`src/rtl/axil_pkg.sv`:
```
// Shared AXI-Lite interconnect constants: master count and data width.
package axil_pkg;
  localparam int NUMBER_MASTER  = 2;
  localparam int AXI_DATA_WIDTH = 32;
endpackage

```
`src/rtl/axil_crossbar_sm_rd.sv`:
```
// Slave-to-master R return path: tags each accepted AR with its master and steers R beats back in order.
// Optional macro AXIL_SM_RD_REG_EN inserts a 2-entry skid buffer between slave R and master R.
module axil_crossbar_sm_rd
  import axil_pkg::*;
#(
  parameter int MAX_OUTSTANDING = 4
) (
  input  logic                      aclk,
  input  logic                      areset,
  input  logic [NUMBER_MASTER-1:0]  grant_rd,
  input  logic                      s_axil_arvalid,
  input  logic                      s_axil_arready,
  output logic                      ar_block,
  input  logic [AXI_DATA_WIDTH-1:0] s_axil_rdata,
  input  logic [1:0]                s_axil_rresp,
  input  logic                      s_axil_rvalid,
  output logic                      s_axil_rready,
  output logic [AXI_DATA_WIDTH-1:0] m_axil_rdata [NUMBER_MASTER],
  output logic [1:0]                m_axil_rresp [NUMBER_MASTER],
  output logic [NUMBER_MASTER-1:0]  m_axil_rvalid,
  input  logic [NUMBER_MASTER-1:0]  m_axil_rready,
  output logic [$clog2(MAX_OUTSTANDING):0] outstanding
);

  localparam int IDX_W = (NUMBER_MASTER > 1) ? $clog2(NUMBER_MASTER) : 1;
  localparam int PTR_W = $clog2(MAX_OUTSTANDING);
  localparam int CNT_W = PTR_W + 1;

  logic [IDX_W-1:0] tag_mem_q [MAX_OUTSTANDING];
  logic [IDX_W-1:0] tag_mem_d [MAX_OUTSTANDING];
  logic [PTR_W-1:0] wr_ptr_q, wr_ptr_d, rd_ptr_q, rd_ptr_d;
  logic [CNT_W-1:0] count_q, count_d;

  logic             grant_any;
  logic [IDX_W-1:0] grant_idx;
  logic [IDX_W-1:0] head_idx;
  logic             full, empty, push, pop;

  // Lowest set bit wins when the grant is not one-hot.
  always_comb begin
    grant_idx = '0;
    for (int i = NUMBER_MASTER - 1; i >= 0; i--) begin
      if (grant_rd[i]) grant_idx = IDX_W'(i);
    end
  end

  assign grant_any   = |grant_rd;
  assign full        = (count_q == CNT_W'(MAX_OUTSTANDING));
  assign empty       = (count_q == '0);
  assign push        = s_axil_arvalid & s_axil_arready & ~full & grant_any;
  assign pop         = s_axil_rvalid & s_axil_rready;
  assign head_idx    = tag_mem_q[rd_ptr_q];
  assign ar_block    = full;
  assign outstanding = count_q;

  always_comb begin
    tag_mem_d = tag_mem_q;
    wr_ptr_d  = wr_ptr_q;
    rd_ptr_d  = rd_ptr_q;
    count_d   = count_q;
    if (push) begin
      tag_mem_d[wr_ptr_q] = grant_idx;
      wr_ptr_d            = wr_ptr_q + PTR_W'(1);
    end
    if (pop) rd_ptr_d = rd_ptr_q + PTR_W'(1);
    case ({push, pop})
      2'b10:   count_d = count_q + CNT_W'(1);
      2'b01:   count_d = count_q - CNT_W'(1);
      default: count_d = count_q;
    endcase
  end

  always_ff @(posedge aclk) begin
    if (areset) begin
      for (int i = 0; i < MAX_OUTSTANDING; i++) tag_mem_q[i] <= '0;
      wr_ptr_q <= '0;
      rd_ptr_q <= '0;
      count_q  <= '0;
    end else begin
      tag_mem_q <= tag_mem_d;
      wr_ptr_q  <= wr_ptr_d;
      rd_ptr_q  <= rd_ptr_d;
      count_q   <= count_d;
    end
  end

`ifdef AXIL_SM_RD_REG_EN
  logic [AXI_DATA_WIDTH-1:0] skid_data_q [2];
  logic [AXI_DATA_WIDTH-1:0] skid_data_d [2];
  logic [1:0]                skid_resp_q [2];
  logic [1:0]                skid_resp_d [2];
  logic [IDX_W-1:0]          skid_idx_q  [2];
  logic [IDX_W-1:0]          skid_idx_d  [2];
  logic                      skid_wr_q, skid_wr_d, skid_rd_q, skid_rd_d;
  logic [1:0]                skid_cnt_q, skid_cnt_d;
  logic                      skid_valid, skid_pop;
  logic [IDX_W-1:0]          skid_head;

  // Ready depends only on registered occupancy, breaking the master-to-slave ready path.
  assign s_axil_rready = ~empty & (skid_cnt_q != 2'd2);
  assign skid_valid    = (skid_cnt_q != 2'd0);
  assign skid_head     = skid_idx_q[skid_rd_q];
  assign skid_pop      = skid_valid & m_axil_rready[skid_head];

  always_comb begin
    skid_data_d = skid_data_q;
    skid_resp_d = skid_resp_q;
    skid_idx_d  = skid_idx_q;
    skid_wr_d   = skid_wr_q;
    skid_rd_d   = skid_rd_q;
    skid_cnt_d  = skid_cnt_q;
    if (pop) begin
      skid_data_d[skid_wr_q] = s_axil_rdata;
      skid_resp_d[skid_wr_q] = s_axil_rresp;
      skid_idx_d[skid_wr_q]  = head_idx;
      skid_wr_d              = ~skid_wr_q;
    end
    if (skid_pop) skid_rd_d = ~skid_rd_q;
    case ({pop, skid_pop})
      2'b10:   skid_cnt_d = skid_cnt_q + 2'd1;
      2'b01:   skid_cnt_d = skid_cnt_q - 2'd1;
      default: skid_cnt_d = skid_cnt_q;
    endcase
  end

  always_ff @(posedge aclk) begin
    if (areset) begin
      for (int i = 0; i < 2; i++) begin
        skid_data_q[i] <= '0;
        skid_resp_q[i] <= '0;
        skid_idx_q[i]  <= '0;
      end
      skid_wr_q  <= 1'b0;
      skid_rd_q  <= 1'b0;
      skid_cnt_q <= 2'd0;
    end else begin
      skid_data_q <= skid_data_d;
      skid_resp_q <= skid_resp_d;
      skid_idx_q  <= skid_idx_d;
      skid_wr_q   <= skid_wr_d;
      skid_rd_q   <= skid_rd_d;
      skid_cnt_q  <= skid_cnt_d;
    end
  end

  generate
    for (genvar gi = 0; gi < NUMBER_MASTER; gi++) begin : g_lane
      assign m_axil_rvalid[gi] = skid_valid & (skid_head == IDX_W'(gi));
      assign m_axil_rdata[gi]  = skid_valid ? skid_data_q[skid_rd_q] : '0;
      assign m_axil_rresp[gi]  = skid_valid ? skid_resp_q[skid_rd_q] : 2'b00;
    end
  endgenerate
`else
  // Zero-latency path: head tag steers valid forward and ready back.
  assign s_axil_rready = ~empty & m_axil_rready[head_idx];

  generate
    for (genvar gi = 0; gi < NUMBER_MASTER; gi++) begin : g_lane
      assign m_axil_rvalid[gi] = ~empty & s_axil_rvalid & (head_idx == IDX_W'(gi));
      assign m_axil_rdata[gi]  = empty ? '0 : s_axil_rdata;
      assign m_axil_rresp[gi]  = empty ? 2'b00 : s_axil_rresp;
    end
  endgenerate
`endif

endmodule
```
`config.mk`:
```
export PLATFORM = sky130hd
export DESIGN_NAME = axil_crossbar_sm_rd
export DESIGN_NICKNAME = d
export VERILOG_FILES = /design/src/rtl/axil_pkg.sv /design/src/rtl/axil_crossbar_sm_rd.sv
export SDC_FILE = /design/constraint.sdc
export NUM_CORES = 1
export LEC_CHECK = 0
export ABC_AREA = 1
export CAP_MARGIN = 20
export CORE_AREA = 2 2 67 69
export CTS_CLUSTER_DIAMETER = 30
export DETAILED_ROUTE_END_ITERATION = 7
export DIE_AREA = 0 0 69 71
export GPL_ROUTABILITY_DRIVEN = 0
export PLACE_DENSITY_LB_ADDON = 0.3
export SLEW_MARGIN = 10
export SYNTH_ARGS = -nofsm -noshare
export SYNTH_HDL_FRONTEND = slang
export SYNTH_SLANG_ARGS = --single-unit
```
`constraint.sdc`:
```
create_clock -name aclk -period 2.45 [get_ports aclk]
set_input_delay 0.245 -clock aclk [delete_from_list [all_inputs] [get_ports aclk]]
set_output_delay 0.245 -clock aclk [all_outputs]
set_load 0.02 [all_outputs]
```
==> qor.yml <==
run_status:
  status: "finished clean"
cts:
  cts.sink_count: 11
  cts_resized: 0
  cts_setup_buffers: 0
  cts-root-buf: "clkbuf_8"
  clkSlewWorstSetupHoldPaths_ns: 0.06
  cts_tree: "built"
  holdBufCountCts: 0
  clock_latency_ns: 0.25
  h-tree-depth: 1
  numCtsBuffers: 3
  clockBufferDepth: 2
worst_setup_path:
  cp.required_ns: 2.20
  path_class: "reg -> out"
  r2r-start: "rd_ptr_q[0]"
  path_cells: "nor3_4 -> buf_4 -> nor2_1 -> clkdlybuf4s50_1"
  critPathMaxFanout: 35
  r2r_cells: 13
  r2r-end: "outstanding[2]"
  rrSetupSlack_ns: 0.32
  cp_slowest_stage_delay_ns: 0.58
  path_buf_inv: 2
  arrival_ns: 1.90
  slowest_stage: "clkdlybuf4s50_1"
  path_delay_family: "buffers and inverters"
  cp-start-kind: "register"
  cp-end-kind: "output pin"
finish:
  drive_gt1_frac: 0.0423
  multiInputGateArea_um2: 499
  layout.nets: 334
  antenna_cells: 0
  n_fill_cell: 434
  register_area_um2: 220
  area_delta_synth_final_pct: 85.5
hold_path:
  hold_path_depth: 2
  hold_start: "rd_ptr_q[1]"
  min_path_type: "reg -> reg"
  hold_end: "rd_ptr_q[1]"
floorplan:
  dieArea_mm2: 0.00490
  core_area_mm2: 0.00420
  fp.dieW_um: 69
  boundaryPins: 118
  start_util: 0.284
  num_rows: 24
  die_h_um: 71
power:
  p_switching_mw: 0.574
  vdd_drop_max_v: 0.000282
  finalPower_mw: 1.31
  swShare: 0.440
  p_comb_frac: 0.694
  p_leak_nw: 1.02
  clkPwrFrac: 0.146
  seqPwrFrac: 0.160
  powerDensity_mw_per_mm2: 590
  p_int_mw: 0.732
route:
  firstDrtPassIters: 4
  ant_nets: 0
  routed_wirelength_um: 3670
  vias_per_cell: 4.06
  drc: 0
  vias: 1365
  drt_iter0_markers: 28
  post_drt_wl_per_cell_um: 10.9
sta:
  fin_ws_ns: 0.300
  fmax_mhz: 465
  slew_headroom: 0.771
  finalSetupViolCount: 0
  final_max_slew_viol_count: 0
  period_share: 0.877
  worst_slew_pin_slew_ns: 0.343
  rsz0062_at_grt: "false"
  finalHoldViolCount: 0
  finClkSkew_ns: 0.00414
  setup_tns_ns: 0
  layout_min_cycle_time_ns: 2.15
logic_synthesis:
  syn-instance-count: 199
  postSynthAreaPerCell_um2: 5.99
  ys_ff_latch: 11
  yosysTopAreaCell: "buf_4"
  synth_cell_types: 18
  netlist_area_mm2: 0.00119
  async_flop_share: 0
  synth_edf_count: 0
  yosysMostFrequentCell: "inv_1"
  yosysTopAreaCellShare: 0.214
  synth_area_leaders: "buf_4 21%, dfxtp_1 18%, inv_1 17%"
  syn_nets: 248
  ys.flop_type: "dfxtp_1"
  ys_seq_area_frac: 0.185
  synth_top_cells_by_count: "53 x inv_1, 43 x nor2_1, 34 x buf_4"
  yosysWarnings: 0
place:
  post-place-ws_ns: 0.129
  io_buffers: 117
  dpl.hpwl_um: 3120
global_route:
  grt_max_degree: 36
  first_global_vias: 1259
  grt_overflow: 0
  grt_util_all_layers: 0.151
  grt_antenna_before_repair: 0
  grt_pass1_wl_um: 6000
job:
  maxCapViolCount: 0
==> stage by stage <==
stage / cell area [um^2] / cells / hold WS (ns) / utilization
floorplan: 1190 / 199 / 0.314 / -
global placement: 2170 / 332 / 0.519 / 0.515
detailed placement: 2170 / 332 / 0.516 / 0.515
CTS: 2210 / 336 / 0.524 / 0.526
global route: 2210 / 336 / 0.544 / 0.526
finish: 2210 / 336 / 0.525 / 0.526
==> routing by layer <==
metal / vias to the layer above / GRT usage / routed length, um
li1: 713 / - / -
met1: 581 / 0.179 / 1550
met2: 65 / 0.256 / 1780
met3: 6 / 0.0399 / 269
met4: 0 / 0.0675 / 75
met5: - / 0 / 0
==> cell usage in the layout, fill, tap and decap left out, drive strengths merged <==
cell type,count
nand2,15
nand3b,1
nand3,6
buf,1
xor2,1
o21ai,10
a21oi,13
clkdlybuf4s50,117
clkinv,1
inv,54
nor3,1
clkbuf,3
nor2,44
fa,1
dfxtp,11
ha,5
==> flip-flops by register name (all words and copies together) (netlist names) <==
| signal | count |
|---|---|
| outstanding | 3 |
| rd_ptr_q | 2 |
| tag_mem_q | 4 |
| wr_ptr_q | 2 |
==> layout make-up <==
type,instances,area share
tap,52,0.0294
inverter,54,0.0916
timing repair buffer,118,0.533
multi-input combinational,97,0.226
clock inverter,1,0.00226
clock buffer,3,0.0187
sequential,11,0.0995
==> worst register-to-register path, cell delays in order (launching register included) <==
cell and delay (ns):
dfxtp_1 0.40, inv_2 0.07, nand2_1 0.07, nand3_2 0.10
nand3b_1 0.11, nand3_1 0.12, inv_1 0.08, ha_1 0.13
inv_1 0.06, fa_1 0.38, a21oi_1 0.15, o21ai_0 0.12
o21ai_0 0.17, a21oi_1 0.05
==> cells by family (layout without fill, tap and decap cells) <==
| group | Yosys count | count (layout) | share of synthesized area |
|---|---|---|---|
| buffers and inverters | 91 | 176 | 0.397 |
| DFF | 11 | 11 | 0.185 |
| AOI/OAI and AO/OA | 23 | 23 | 0.0965 |
| and+or+nand+nor | 67 | 67 | 0.246 |
| adders and majority gates | 6 | 6 | 0.0693 |
| xor gates and xnor gates | 1 | 1 | 0.00735 |
==> worst max path at each step <==
| stage | startpoint | endpoint | slack [ns] | cells past startpoint |
|---|---|---|---|---|
| floorplan | outstanding[0] | outstanding[2] | 0.41 | 11 |
| global placement | s_axil_rvalid | outstanding[2] | 0.22 | 12 |
| detailed placement | s_axil_rvalid | outstanding[2] | 0.13 | 12 |
| CTS | outstanding[0] | m_axil_rdata[4] | 0.27 | 4 |
| global route | rd_ptr_q[0] | outstanding[2] | 0.06 | 13 |
| finish | outstanding[0] | m_axil_rdata[17] | 0.30 | 4 |
==> power by group through the flow <==
stage	clock network [mW]	logic, mW	registers (mW)
after floorplan	0	0.550	0.217
after global placement	0	0.912	0.213
after detailed placement	0	0.915	0.212
after CTS	0.192	0.919	0.209
after global routing	0.202	0.968	0.211
final	0.190	0.906	0.209
No activity file was read; power rests on OpenSTA's default activity.
==> RTL edit, RTL diff (same settings) <==
Set the parameter `MAX_OUTSTANDING` to 8 (it was 4).
--- a/src/rtl/axil_crossbar_sm_rd.sv
+++ b/src/rtl/axil_crossbar_sm_rd.sv
@@ -3,7 +3,7 @@
 module axil_crossbar_sm_rd
   import axil_pkg::*;
 #(
-  parameter int MAX_OUTSTANDING = 4
+  parameter int MAX_OUTSTANDING = 8
 ) (
   input  logic                      aclk,
   input  logic                      areset,
Ports: changed (resized outstanding); port bits go from 118 to 119. The function was not compared with the original's and may differ.
==> RTL edit against the unedited design <==
  * Sequential share of layout area increased by 3.9 points
  * Routed wire length increased by 28%
  * Design area increased by 19%
  * Sequential cell count increased by 7
  * Register-to-register slack got worse by 0.13 ns
  * Critical path depth unchanged
  * Synthesized area increased by 31%
  * Power increased by 93%
  * Sequential power increased by 75%
  * Setup slack got worse by 0.13 ns
==> RTL edit: results (changes against the unedited design) <==
* Run status: completed
* Bufs on Longest Clock Path at 2 (unchanged)
* Num CTS Buffers at 3 (unchanged)
* Layout overhead on the synthesized area at 69.0%
* Number of fillers in the final layout at 394 (-9.2%)
* Ratio of cells with drive above 1 in the final layout at 0.0554 (+0.0131)
* Maximum ir drop on the vdd rail at 0.000378 V (+34%)
* Area taken by multi-input logic gates at 706 um2 (+41%)
* Vias at 1738 (+27%)
* DR pass1 iterations at 4 (unchanged)
* Worst Max-Slew Pin Slew at 0.434 ns (+0.0905 ns)
* Setup clock skew after layout at 0.00142 ns (-0.00271 ns)
* Cell Count Post-Placement at 391 (+18%)
* Flip-flop count of the largest register after layout at 8 (+4)
* Arrival time of data at the critical path endpoint at 2.03 ns (+0.13 ns)
* Via count of the first global-routing pass at 1564 (+24%)
* Cell area after placement at 0.00255 mm2 (+18%)
* Clock buf count at 4 (+1)
* Family of cells with the greatest summed delay on the critical path: buffers and inverters
* Area share of the largest cell type after synthesis at 0.232 (+0.0175)
* Reg area at 364 um2 (+65%)
* Overall fraction of global-route tracks in use at 0.189 (+0.0386)
* Total net switching power at 1.17 mW (+100%)
* Synthesized area per cell at 6.08 um2 (+1.5%)
* Leakage power figure at 1.22 nW (+19%)
* Relative area of non-clock buffer cells in the final design at 0.458 (-0.0751)
* DRC violation total after the first TritonRoute iteration at 51 (+82%)
* Clock network latency to the later pin of the worst-skew pair at ~0.26 ns
* Wire length of the first global-routing pass at 7620 um (+27%)
* Ranking of synthesized cells by area: sky130_fd_sc_hd__dfxtp_1, sky130_fd_sc_hd__buf_4, sky130_fd_sc_hd__inv_1
* Root buf cell: sky130_fd_sc_hd__clkbuf_8
* IO Port Bufs at 118 (+0.85%)
* Multi-In Gates at 137 (+41%)
* Cell with the biggest individual delay on the critical path: sky130_fd_sc_hd__clkdlybuf4s50_1
* Number of buffers outside the clock class in the layout at 121 (+2.5%)
* Number of non-clock inverters in the layout at 63 (+17%)
* Leading post-synthesis cells by instance count: sky130_fd_sc_hd__inv_1, sky130_fd_sc_hd__nor2_1, sky130_fd_sc_hd__buf_4, sky130_fd_sc_hd__nand2_1, sky130_fd_sc_hd__dfxtp_1
* Routed wire per std cell at 11.9 um (+8.7%)
* Routed via count divided by cell count at 4.40 (+8.3%)
* Yosys cell types at 22 (+4)
* Clock-pin slew of the registers on the worst-case setup and hold paths at 0.07 ns
* Seq cells post-synth at 18 (+7)
* Hpwl dp at 3970 um (+27%)
* Proportion of cell area spent on the clock network at 0.0209 (about the same)
* Placement Setup Slack at 0.0639 ns (-0.0652 ns)
* Proportion of synthesized chip area in sequential cells at 0.232 (+0.0468)
* Synthesized Nets at 305 (+23%)
## RTL edit: cell types whose count changed after synthesis, sizes merged, moves of 2 or more
cell | before | now
nand2 | 15 | 33
inv | 54 | 63
dfxtp | 11 | 18
nand3 | 6 | 11
nor2 | 44 | 49
a21oi | 13 | 17
o21ai | 10 | 13
xnor2 | 0 | 2
## RTL edit: cells by family (layout without fill, tap and decap cells)
logic type | Yosys count | count (layout) | share of synthesized area
DFF | 18 | 18 | 0.232
AOI/OAI and AO/OA | 31 | 31 | 0.101
adders and majority gates | 6 | 6 | 0.0531
buffers and inverters | 101 | 188 | 0.328
and+or+nand+nor | 96 | 96 | 0.264
xor gates and xnor gates | 4 | 4 | 0.0225
## RTL edit: what timing repair did
action	in CTS	in global routing
gates resized for setup	0	7
endpoints found under the setup margin	0	2
buffers inserted	0	0
endpoints found under the hold margin	0	0
hold buffers	0	0
## RTL edit: power groups by stage
stage               combinational (mW)  clock [mW]  sequential (mW)
global placement                  1.89           0            0.368
global route                      2.03       0.257            0.372
finish                            1.90       0.244            0.365
detailed placement                1.91           0            0.370
floorplan                         1.19           0            0.381
CTS                               1.91       0.252            0.363
## RTL edit: worst register-to-register path, cell delays in order, from the launching register on
cell and delay, ns:
sky130_fd_sc_hd__dfxtp_4 0.37, sky130_fd_sc_hd__inv_2 0.09, sky130_fd_sc_hd__nand2_1 0.06, sky130_fd_sc_hd__nand3_1 0.09, sky130_fd_sc_hd__nand3_2 0.12, sky130_fd_sc_hd__nand2_2 0.10
sky130_fd_sc_hd__nand2_1 0.06, sky130_fd_sc_hd__nand3_2 0.06, sky130_fd_sc_hd__inv_1 0.06, sky130_fd_sc_hd__ha_2 0.20, sky130_fd_sc_hd__ha_1 0.33, sky130_fd_sc_hd__nand2_1 0.07
sky130_fd_sc_hd__nor2_1 0.04, sky130_fd_sc_hd__a211oi_2 0.19, sky130_fd_sc_hd__xor2_1 0.18, sky130_fd_sc_hd__nand2_1 0.06, sky130_fd_sc_hd__a21oi_1 0.11
## RTL edit: worst paths after layout
path	startpoint	endpoint	slack [ns]	cells past startpoint
setup / recovery	outstanding[0]$_SDFFE_PP0P_	m_axil_rdata[46]	0.17	4
hold / removal	tag_mem_q[2]$_SDFFE_PP0P_	tag_mem_q[2]$_SDFFE_PP0P_	0.47	2
setup reg to reg	rd_ptr_q[0]$_SDFFE_PP0P_	outstanding[3]$_SDFFE_PP0P_	0.19	16
hold reg to reg	tag_mem_q[2]$_SDFFE_PP0P_	tag_mem_q[2]$_SDFFE_PP0P_	0.47	2
## RTL edit: routing by layer
metal	GRT usage	share of wire	up-vias
met5	0	0	-
met4	0.0697	0.018	0
met3	0.0299	0.063	9
met2	0.341	0.50	67
met1	0.228	0.42	759
li1	-	-	903
